$ cat src/rtl/alu_pkg.sv
// alu_pkg: shared constants and types for the ALU issue stage.
//   - RV32I opcode, funct3 and funct7 encodings used by the OP/OP-IMM decoder
//   - issue_state_t: issue-stage FSM states
//   - alu_op_t: one-hot ALU operation flags, one bit per supported operation
package alu_pkg;

    localparam int XLEN = 32;

    localparam logic [6:0] OPC_OP     = 7'b0110011;
    localparam logic [6:0] OPC_OP_IMM = 7'b0010011;

    localparam logic [2:0] F3_ADD  = 3'b000;
    localparam logic [2:0] F3_SLL  = 3'b001;
    localparam logic [2:0] F3_SLT  = 3'b010;
    localparam logic [2:0] F3_SLTU = 3'b011;
    localparam logic [2:0] F3_XOR  = 3'b100;
    localparam logic [2:0] F3_SRL  = 3'b101;
    localparam logic [2:0] F3_OR   = 3'b110;
    localparam logic [2:0] F3_AND  = 3'b111;

    localparam logic [6:0] F7_BASE = 7'b0000000;
    localparam logic [6:0] F7_ALT  = 7'b0100000;

    typedef enum logic [1:0] {
        IDLE  = 2'd0,
        ISSUE = 2'd1,
        WAIT  = 2'd2,
        WB    = 2'd3
    } issue_state_t;

    typedef struct packed {
        logic is_add;
        logic is_sub;
        logic is_xor;
        logic is_or;
        logic is_and;
        logic is_sll;
        logic is_slt;
        logic is_sltu;
        logic is_srl;
        logic is_sra;
    } alu_op_t;

endpackage

$ cat src/rtl/alu_decoder.sv
// alu_decoder: combinational RV32I OP / OP-IMM decoder.
//   opcode, funct3, funct7 : instruction fields (instr[6:0], [14:12], [31:25])
//   legal                  : encoding is a supported OP or OP-IMM instruction
//   ops                    : one-hot operation flags, all zero when not legal
//   is_imm                 : operand B comes from the I-type immediate
// Only the fields the decode depends on are ported in, so the rest of the
// instruction word does not dangle inside this block.
module alu_decoder
    import alu_pkg::*;
(
    input  logic [6:0] opcode,
    input  logic [2:0] funct3,
    input  logic [6:0] funct7,
    output logic       legal,
    output alu_op_t    ops,
    output logic       is_imm
);

    // Decode to one-hot flags. Everything defaults to "illegal, no operation"
    // so any encoding not explicitly listed falls out with all flags low.
    always_comb begin
        legal  = 1'b0;
        ops    = '0;
        is_imm = 1'b0;
        case (opcode)
            OPC_OP: begin
                if (funct7 == F7_BASE) begin
                    legal = 1'b1;
                    case (funct3)
                        F3_ADD:  ops.is_add  = 1'b1;
                        F3_SLL:  ops.is_sll  = 1'b1;
                        F3_SLT:  ops.is_slt  = 1'b1;
                        F3_SLTU: ops.is_sltu = 1'b1;
                        F3_XOR:  ops.is_xor  = 1'b1;
                        F3_SRL:  ops.is_srl  = 1'b1;
                        F3_OR:   ops.is_or   = 1'b1;
                        default: ops.is_and  = 1'b1;
                    endcase
                end else if (funct7 == F7_ALT) begin
                    case (funct3)
                        F3_ADD: begin
                            legal      = 1'b1;
                            ops.is_sub = 1'b1;
                        end
                        F3_SRL: begin
                            legal      = 1'b1;
                            ops.is_sra = 1'b1;
                        end
                        default: ;
                    endcase
                end
            end
            OPC_OP_IMM: begin
                is_imm = 1'b1;
                // Only the shifts reuse the funct7 bits; for everything else
                // instr[31:25] is part of the immediate and is ignored here.
                case (funct3)
                    F3_ADD:  begin legal = 1'b1; ops.is_add  = 1'b1; end
                    F3_SLT:  begin legal = 1'b1; ops.is_slt  = 1'b1; end
                    F3_SLTU: begin legal = 1'b1; ops.is_sltu = 1'b1; end
                    F3_XOR:  begin legal = 1'b1; ops.is_xor  = 1'b1; end
                    F3_OR:   begin legal = 1'b1; ops.is_or   = 1'b1; end
                    F3_AND:  begin legal = 1'b1; ops.is_and  = 1'b1; end
                    F3_SLL: begin
                        if (funct7 == F7_BASE) begin
                            legal      = 1'b1;
                            ops.is_sll = 1'b1;
                        end
                    end
                    default: begin
                        if (funct7 == F7_BASE) begin
                            legal      = 1'b1;
                            ops.is_srl = 1'b1;
                        end else if (funct7 == F7_ALT) begin
                            legal      = 1'b1;
                            ops.is_sra = 1'b1;
                        end
                    end
                endcase
            end
            default: ;
        endcase
    end

endmodule

$ cat src/rtl/alu_issue.sv
// alu_issue: issue stage between fetch and the ALU for RV32I OP / OP-IMM.
//   clk, resetn             : clock, asynchronous active-low reset
//   instr/instr_valid/ready : fetch handshake; ready only while idle
//   flush                   : abandon the in-flight instruction
//   rs1_addr/rs2_addr       : register file read addresses (combinational)
//   rs1_data/rs2_data       : register file read data, sampled on accept
//   alu_rs1/alu_rs2/shamt   : registered ALU operands
//   is_*                    : registered one-hot ALU operation flags
//   alu_valid/alu_ready     : ALU request and result-available handshake
//   alu_out                 : ALU result
//   wb_valid/wb_rd/wb_data  : one-cycle writeback pulse
//   illegal                 : one-cycle pulse for an unsupported encoding
module alu_issue
    import alu_pkg::*;
#(
    parameter int XLEN = 32
) (
    input  logic            clk,
    input  logic            resetn,
    input  logic [31:0]     instr,
    input  logic            instr_valid,
    output logic            instr_ready,
    input  logic            flush,
    output logic [4:0]      rs1_addr,
    output logic [4:0]      rs2_addr,
    input  logic [XLEN-1:0] rs1_data,
    input  logic [XLEN-1:0] rs2_data,
    output logic [XLEN-1:0] alu_rs1,
    output logic [XLEN-1:0] alu_rs2,
    output logic [4:0]      alu_shamt,
    output logic            is_add,
    output logic            is_sub,
    output logic            is_xor,
    output logic            is_or,
    output logic            is_and,
    output logic            is_sll,
    output logic            is_slt,
    output logic            is_sltu,
    output logic            is_srl,
    output logic            is_sra,
    output logic            alu_valid,
    input  logic            alu_ready,
    input  logic [XLEN-1:0] alu_out,
    output logic            wb_valid,
    output logic [4:0]      wb_rd,
    output logic [XLEN-1:0] wb_data,
    output logic            illegal
);

    issue_state_t    state;
    alu_op_t         ops_q;
    alu_op_t         dec_ops;
    logic            dec_legal;
    logic            dec_is_imm;
    logic            accept;
    logic            alu_valid_q;
    logic            wb_valid_q;
    logic [XLEN-1:0] imm_sext;

    alu_decoder u_decoder (
        .opcode (instr[6:0]),
        .funct3 (instr[14:12]),
        .funct7 (instr[31:25]),
        .legal  (dec_legal),
        .ops    (dec_ops),
        .is_imm (dec_is_imm)
    );

    assign rs1_addr = instr[19:15];
    assign rs2_addr = instr[24:20];
    assign imm_sext = {{(XLEN-12){instr[31]}}, instr[31:20]};

    // A flush in IDLE blocks acceptance for that cycle.
    assign accept = instr_valid && instr_ready && !flush;

    // The request and writeback pulses are registered, but flush must kill
    // them in the very cycle it is raised, so they are masked on the way out.
    assign alu_valid = alu_valid_q && !flush;
    assign wb_valid  = wb_valid_q && !flush;

    assign is_add  = ops_q.is_add;
    assign is_sub  = ops_q.is_sub;
    assign is_xor  = ops_q.is_xor;
    assign is_or   = ops_q.is_or;
    assign is_and  = ops_q.is_and;
    assign is_sll  = ops_q.is_sll;
    assign is_slt  = ops_q.is_slt;
    assign is_sltu = ops_q.is_sltu;
    assign is_srl  = ops_q.is_srl;
    assign is_sra  = ops_q.is_sra;

    // Issue FSM with registered outputs. instr_ready is registered too and
    // tracks "next state is IDLE", so it is low in reset and rises on the
    // first clock afterwards. Operand and flag registers are only loaded on
    // accept and otherwise hold; alu_valid is what qualifies them.
    always_ff @(posedge clk or negedge resetn) begin
        if (!resetn) begin
            state       <= IDLE;
            instr_ready <= 1'b0;
            alu_valid_q <= 1'b0;
            wb_valid_q  <= 1'b0;
            illegal     <= 1'b0;
            alu_rs1     <= '0;
            alu_rs2     <= '0;
            alu_shamt   <= '0;
            ops_q       <= '0;
            wb_rd       <= '0;
            wb_data     <= '0;
        end else begin
            alu_valid_q <= 1'b0;
            wb_valid_q  <= 1'b0;
            illegal     <= 1'b0;
            case (state)
                IDLE: begin
                    instr_ready <= 1'b1;
                    if (accept) begin
                        if (dec_legal) begin
                            alu_rs1     <= rs1_data;
                            alu_rs2     <= dec_is_imm ? imm_sext : rs2_data;
                            alu_shamt   <= dec_is_imm ? instr[24:20] : rs2_data[4:0];
                            ops_q       <= dec_ops;
                            wb_rd       <= instr[11:7];
                            alu_valid_q <= 1'b1;
                            instr_ready <= 1'b0;
                            state       <= ISSUE;
                        end else begin
                            ops_q   <= '0;
                            illegal <= 1'b1;
                        end
                    end
                end
                ISSUE: begin
                    instr_ready <= flush;
                    state       <= flush ? IDLE : WAIT;
                end
                WAIT: begin
                    // flush wins over a result arriving in the same cycle
                    if (flush) begin
                        instr_ready <= 1'b1;
                        state       <= IDLE;
                    end else if (alu_ready) begin
                        wb_data    <= alu_out;
                        wb_valid_q <= 1'b1;
                        state      <= WB;
                    end
                end
                WB: begin
                    instr_ready <= 1'b1;
                    state       <= IDLE;
                end
                default: begin
                    instr_ready <= 1'b1;
                    state       <= IDLE;
                end
            endcase
        end
    end

endmodule
$ cat config.mk
export PLATFORM = sky130hd
export DESIGN_NAME = alu_issue
export DESIGN_NICKNAME = d
export VERILOG_FILES = /design/src/rtl/alu_pkg.sv /design/src/rtl/alu_decoder.sv /design/src/rtl/alu_issue.sv
export SDC_FILE = /design/constraint.sdc
export NUM_CORES = 1
export LEC_CHECK = 0
export CORE_MARGIN = 4
export CORE_UTILIZATION = 43
export CTS_CLUSTER_SIZE = 14
export DETAILED_ROUTE_END_ITERATION = 7
export PLACE_DENSITY = 0.93
export SYNTH_ARGS = -nofsm -noshare
export SYNTH_HDL_FRONTEND = slang
export SYNTH_SLANG_ARGS = --single-unit
$ cat constraint.sdc
create_clock -name clk -period 4.3 [get_ports clk]
set_input_delay 0.86 -clock clk [delete_from_list [all_inputs] [get_ports clk]]
set_output_delay 0.86 -clock clk [all_outputs]
set_load 0.03 [all_outputs]
Yosys cells after proc, flatten, opt, wreduce, memory -nomap -nowiden --
Cells that the tools add are included.
Operators by class: eq/ne operators 17, muxes and demuxes 51, shifts and indexed selects 0, bitwise gates (word level) 1, reduce and logical (&&, ||, !) cells 16, $add $sub $neg 0, magnitude comparators 0, multiply operators 0, divide/modulo/power cells 0
Operators with widths (count):
- $mux 1 | 35
- $mux 32 | 1
- $pmux 8 s2 | 1
- $eq 7x6->1 const B | 2
- $reduce_or 7->1 | 2
- $eq 3x3->1 const B | 4
- $mux 2 | 6
- $mux 10 | 1
- $reduce_and 3->1 | 3
- $pmux 2 s4 | 1
- $eq 7x5->1 const B | 1
- $logic_not 7->1 | 1
- $mux 7 | 1
- $eq 3x2->1 const B | 2
- $ne 2x2->1 const B | 3
- $pmux 1 s2 | 3
- $reduce_or 6->1 | 1
- $mux 5 | 1
- $eq 2x2->1 const B | 2
- $logic_and 1x1->1 | 4
- $pmux 1 s4 | 1
- $eq 3x1->1 const B | 1
- $logic_not 3->1 | 1
- $ne 3x3->1 const B | 1
- other kinds (6) | 6
Word-level totals: memories kept 0, memory bits (writable) 0, logic and storage cells 105, memory bits (read-only) 0, bits in latches 0, flip-flop bits (word level) 122, input bits 133, output and inout bits 130

Logic depth before layout (Yosys ltp) --
depth in word-level cells 9, mapped depth 7, depth with buffers taken out 4

Modules after synthesis --
From an unflattened synthesis, not the netlist that was laid out.
Second synthesis, totals: cells, all modules 383, area, all modules 5156.2 um^2
By module, submodules not included:
- alu_issue | cells each 351, area each 4933.5 um^2, instances 1, seq. area each 2927.8 um^2
- alu_decoder | cells each 32, area each 222.7 um^2, instances 1, seq. area each 0.0 um^2

Least setup slack after synthesis --
OpenSTA, ideal clock, no wires.
path type in2reg, start input flush, end register alu_rs1[18], arrival 2472 ps, stages on the path 5, slack 1701 ps, cell sequence or4b_4 -> nor4_4 -> nand4_4 -> buf_6 -> mux2_1
On the way: cells in the longest elaborated chain, start to end 3
Ends and longest elaborated chain:
- start, declared | RTL line alu_issue.sv:23 | input logic flush,
- $logic_not 1->1 | RTL line alu_issue.sv:74 | assign accept = instr_valid && instr_ready && !flush;
- $logic_and 1x1->1 | RTL line alu_issue.sv:74
- $reduce_and 3->1 (no source line)
- end signal, assigned | RTL line alu_issue.sv:118 | alu_rs1 <= rs1_data;
- end, declared | RTL line alu_issue.sv:28 | output logic [XLEN-1:0] alu_rs1,
Every way passes these cells. A chain may end at the register's enable or synchronous reset.

Worst setup path after layout --
start input flush, end output wb_valid
On the way: cells in the longest elaborated chain, start to end 2
Ends and longest elaborated chain:
- $logic_not 1->1 | RTL line alu_issue.sv:79 | assign wb_valid = wb_valid_q && !flush;
- $logic_and 1x1->1 | RTL line alu_issue.sv:79
- end, declared | RTL line alu_issue.sv:44 | output logic wb_valid,
Every way passes these cells.

==> results.cfg <==
[logic_synthesis]
synth_edf_count = 0
yosysWarnings = 0
avgSynthCellArea_um2 = 13.8
async_flop_share_pct = 100
ys.flop_type = dfrtp_1
syn_inst = 361
synth_nets = 494
synth.yosys.seq_area_share_pct = 58.9
synth-seq-cells = 117
synth.cell_area_um2 = 4970
synth.distinct_cells = 38

[setup_path]
setup.worst_path.class = in2out
rr_endpoint = alu_rs1[7]
r2r_setup_slack_ns = 1.88
worstPathRequired_ns = 3.44
reg2reg_from = state[1]
path_delay_family = buffers and inverters
worstPathCellList = clkdlybuf4s50_1 -> nor2b_1 -> clkdlybuf4s50_1
cp.depth = 3
reg2reg_depth = 5
crit_start = flush
cpPeakStageDelay_ns = 0.69
cpMostUsedCell = clkdlybuf4s50_1
endpoint = wb_valid
cp-start-kind = primary input
slowest_stage = clkdlybuf4s50_1
cp_max_fo = 7
cp_num_buf_inv = 2
cp.arrival_ns = 2.27
endpoint_kind = primary output

[power_and_ir_drop]
power_mw = 3.21
ir_worst_vdd_mv = 0.257
p_leak_nw = 3.87
p_per_area_nw_per_um2 = 392

[clock_tree]
post-cts-setup-buffer-count = 0
post_cts_resized = 0
cts_tree = yes
clk_latency_ns = 0.41
path_clk_slew_ns = 0.05
clock-root-buffer = clkbuf_16
cts_made_buffers = 17
cts.path.max_buffers = 2
cts.sinks = 117
htree_levels = 4
holdBufCountCts = 0

[route]
routedWlPerCell_um = 19.1
drt_iter0_markers = 131
drc = 0
vias = 3857
drtAntennaViolNets = 0
viasPerCell = 5.08
firstDrtPassIters = 4
wl_um = 14500

[run]
maxCapViolations = 0

[grt]
grt_util_all_layers_pct = 22.1
first_global_vias = 4323
grt_max_degree = 80
antenna_found_initial = 0
grt_pass1_wl_um = 22600
overflow = 0

[hold_path]
hold_class = reg2reg

[placement]
port_buffers = 252
dp_slack_ns = 0.852
hpwlAfterDp_um = 11000
gp_congestion = 0.790

[floorplan]
coreArea_um2 = 11100
die-area_um2 = 13300
placementRows = 38
die_height_um = 116
ios = 263
start_util_pct = 44.9
die_width_um = 116

[timing]
setup_viol = 0
slew_headroom_pct = 35.6
fmax_ghz = 0.319
rsz0062_at_grt = false
fin_crit_sh_pct = 72.9
fin_setup_tns_ns = 0
fin_worst_skew_ns = 0.00987
slew_viol_final = 0
timing_hold_violations_final = 0
worst_slew_pin_slew_ns = 0.966
setup_ws_ns = 1.17
fin_crit_ns = 3.13

[cells_and_area]
antenna_cells = 0
drive_gt1_share_pct = 20.5
area_delta_synth_final_pct = 64.9
fill_cells = 709
utilization_pct = 74.0
nets = 740

[run_status]
outcome = finished, final reports clean
==> cells by family after synthesis <==
group / share of synthesized area [%]
and+or+nand+nor: 5.29
muxes: 24.8
DFF: 58.9
buffers and inverters: 6.09
AOI/OAI and AO/OA: 4.68
xor gates and xnor gates: 0.176
==> cell usage in the layout, fill, tap and decap left out, drive strengths merged, types with 2 or more instances in the layout <==
cell / n
a21oi: 21
a22o: 3
a32o: 2
buf: 8
bufinv: 5
clkbuf: 24
clkdlybuf4s50: 251
clkinvlp: 2
dfrtp: 117
inv: 23
mux2: 91
mux2i: 21
nand2: 6
nand2b: 3
nand3: 4
nand4: 2
nor2: 5
nor2b: 6
nor4: 2
o21ai: 5
o31ai: 2
or4: 3
==> Yosys cell counts (all sizes together), types with 3 or more instances <==
library cell	n	area [um^2]
nor2	5	18.8
nor2b	6	37.5
buf	26	194
clkbuf	6	22.5
or4	3	22.5
nand2b	3	18.8
o21ai	5	25.0
nand2	6	22.5
mux2	91	1020
a21oi	21	105
dfrtp	117	2930
a22o	3	26.3
inv	23	86.3
nand3	4	20.0
mux2i	21	210
==> how the worst min path moves through the flow <==
stage                 from           to  slack [ns]  depth (start not counted)
5_1_grt        alu_rs1[22]  alu_rs1[22]        0.51                          1
2_1_floorplan     state[1]  instr_ready        0.55                          2
4_1_cts        alu_rs1[18]  alu_rs1[18]        0.49                          1
3_3_place_gp        is_slt       is_slt        0.47                          2
6_report       alu_rs1[18]  alu_rs1[18]        0.49                          1
3_5_place_dp   alu_rs1[18]  alu_rs1[18]        0.48                          1
==> flip-flops by register name, summed over array words and instances (netlist names), 2 cells and up <==
name / cells
alu_rs2: 32
wb_rd: 5
alu_rs1: 32
state: 2
wb_data: 32
==> layout make-up <==
| class | instances | area [um^2] | share of cell area [%] |
|---|---|---|---|
| Clock buffer | 24 | 512 | 6.25 |
| Clock inverter | 7 | 165 | 2.02 |
| Inverter | 23 | 86.3 | 1.05 |
| Multi-Input combinational cell | 189 | 1750 | 21.4 |
| Sequential cell | 117 | 2930 | 35.7 |
| Tap cell | 140 | 175 | 2.14 |
| Timing Repair Buffer | 259 | 2570 | 31.4 |
==> stage by stage <==
step,area (um^2),hold slack (ns),cells
2_1_floorplan,4970,0.552,361
3_3_place_gp,7520,0.470,728
3_5_place_dp,7520,0.481,728
4_1_cts,8190,0.492,759
5_1_grt,8190,0.512,759
6_report,8190,0.489,759
==> report_power, final <==
part	leakage, nW	internal, mW	switching (mW)
registers	1.50	1.15	0.0258
logic	2.04	0.231	0.209
clock network	0.325	1.12	0.476
==> layer usage <==
metal / part of all wire, % / GRT usage (%) / up-vias
met3: 9.1 / 7.99 / 42
li1: - / - / 1741
met2: 54 / 40.0 / 194
met1: 34 / 22.5 / 1880
met5: 0 / 0 / -
met4: 3.5 / 11.0 / 0
No activity file was read; power rests on OpenSTA's default activity.
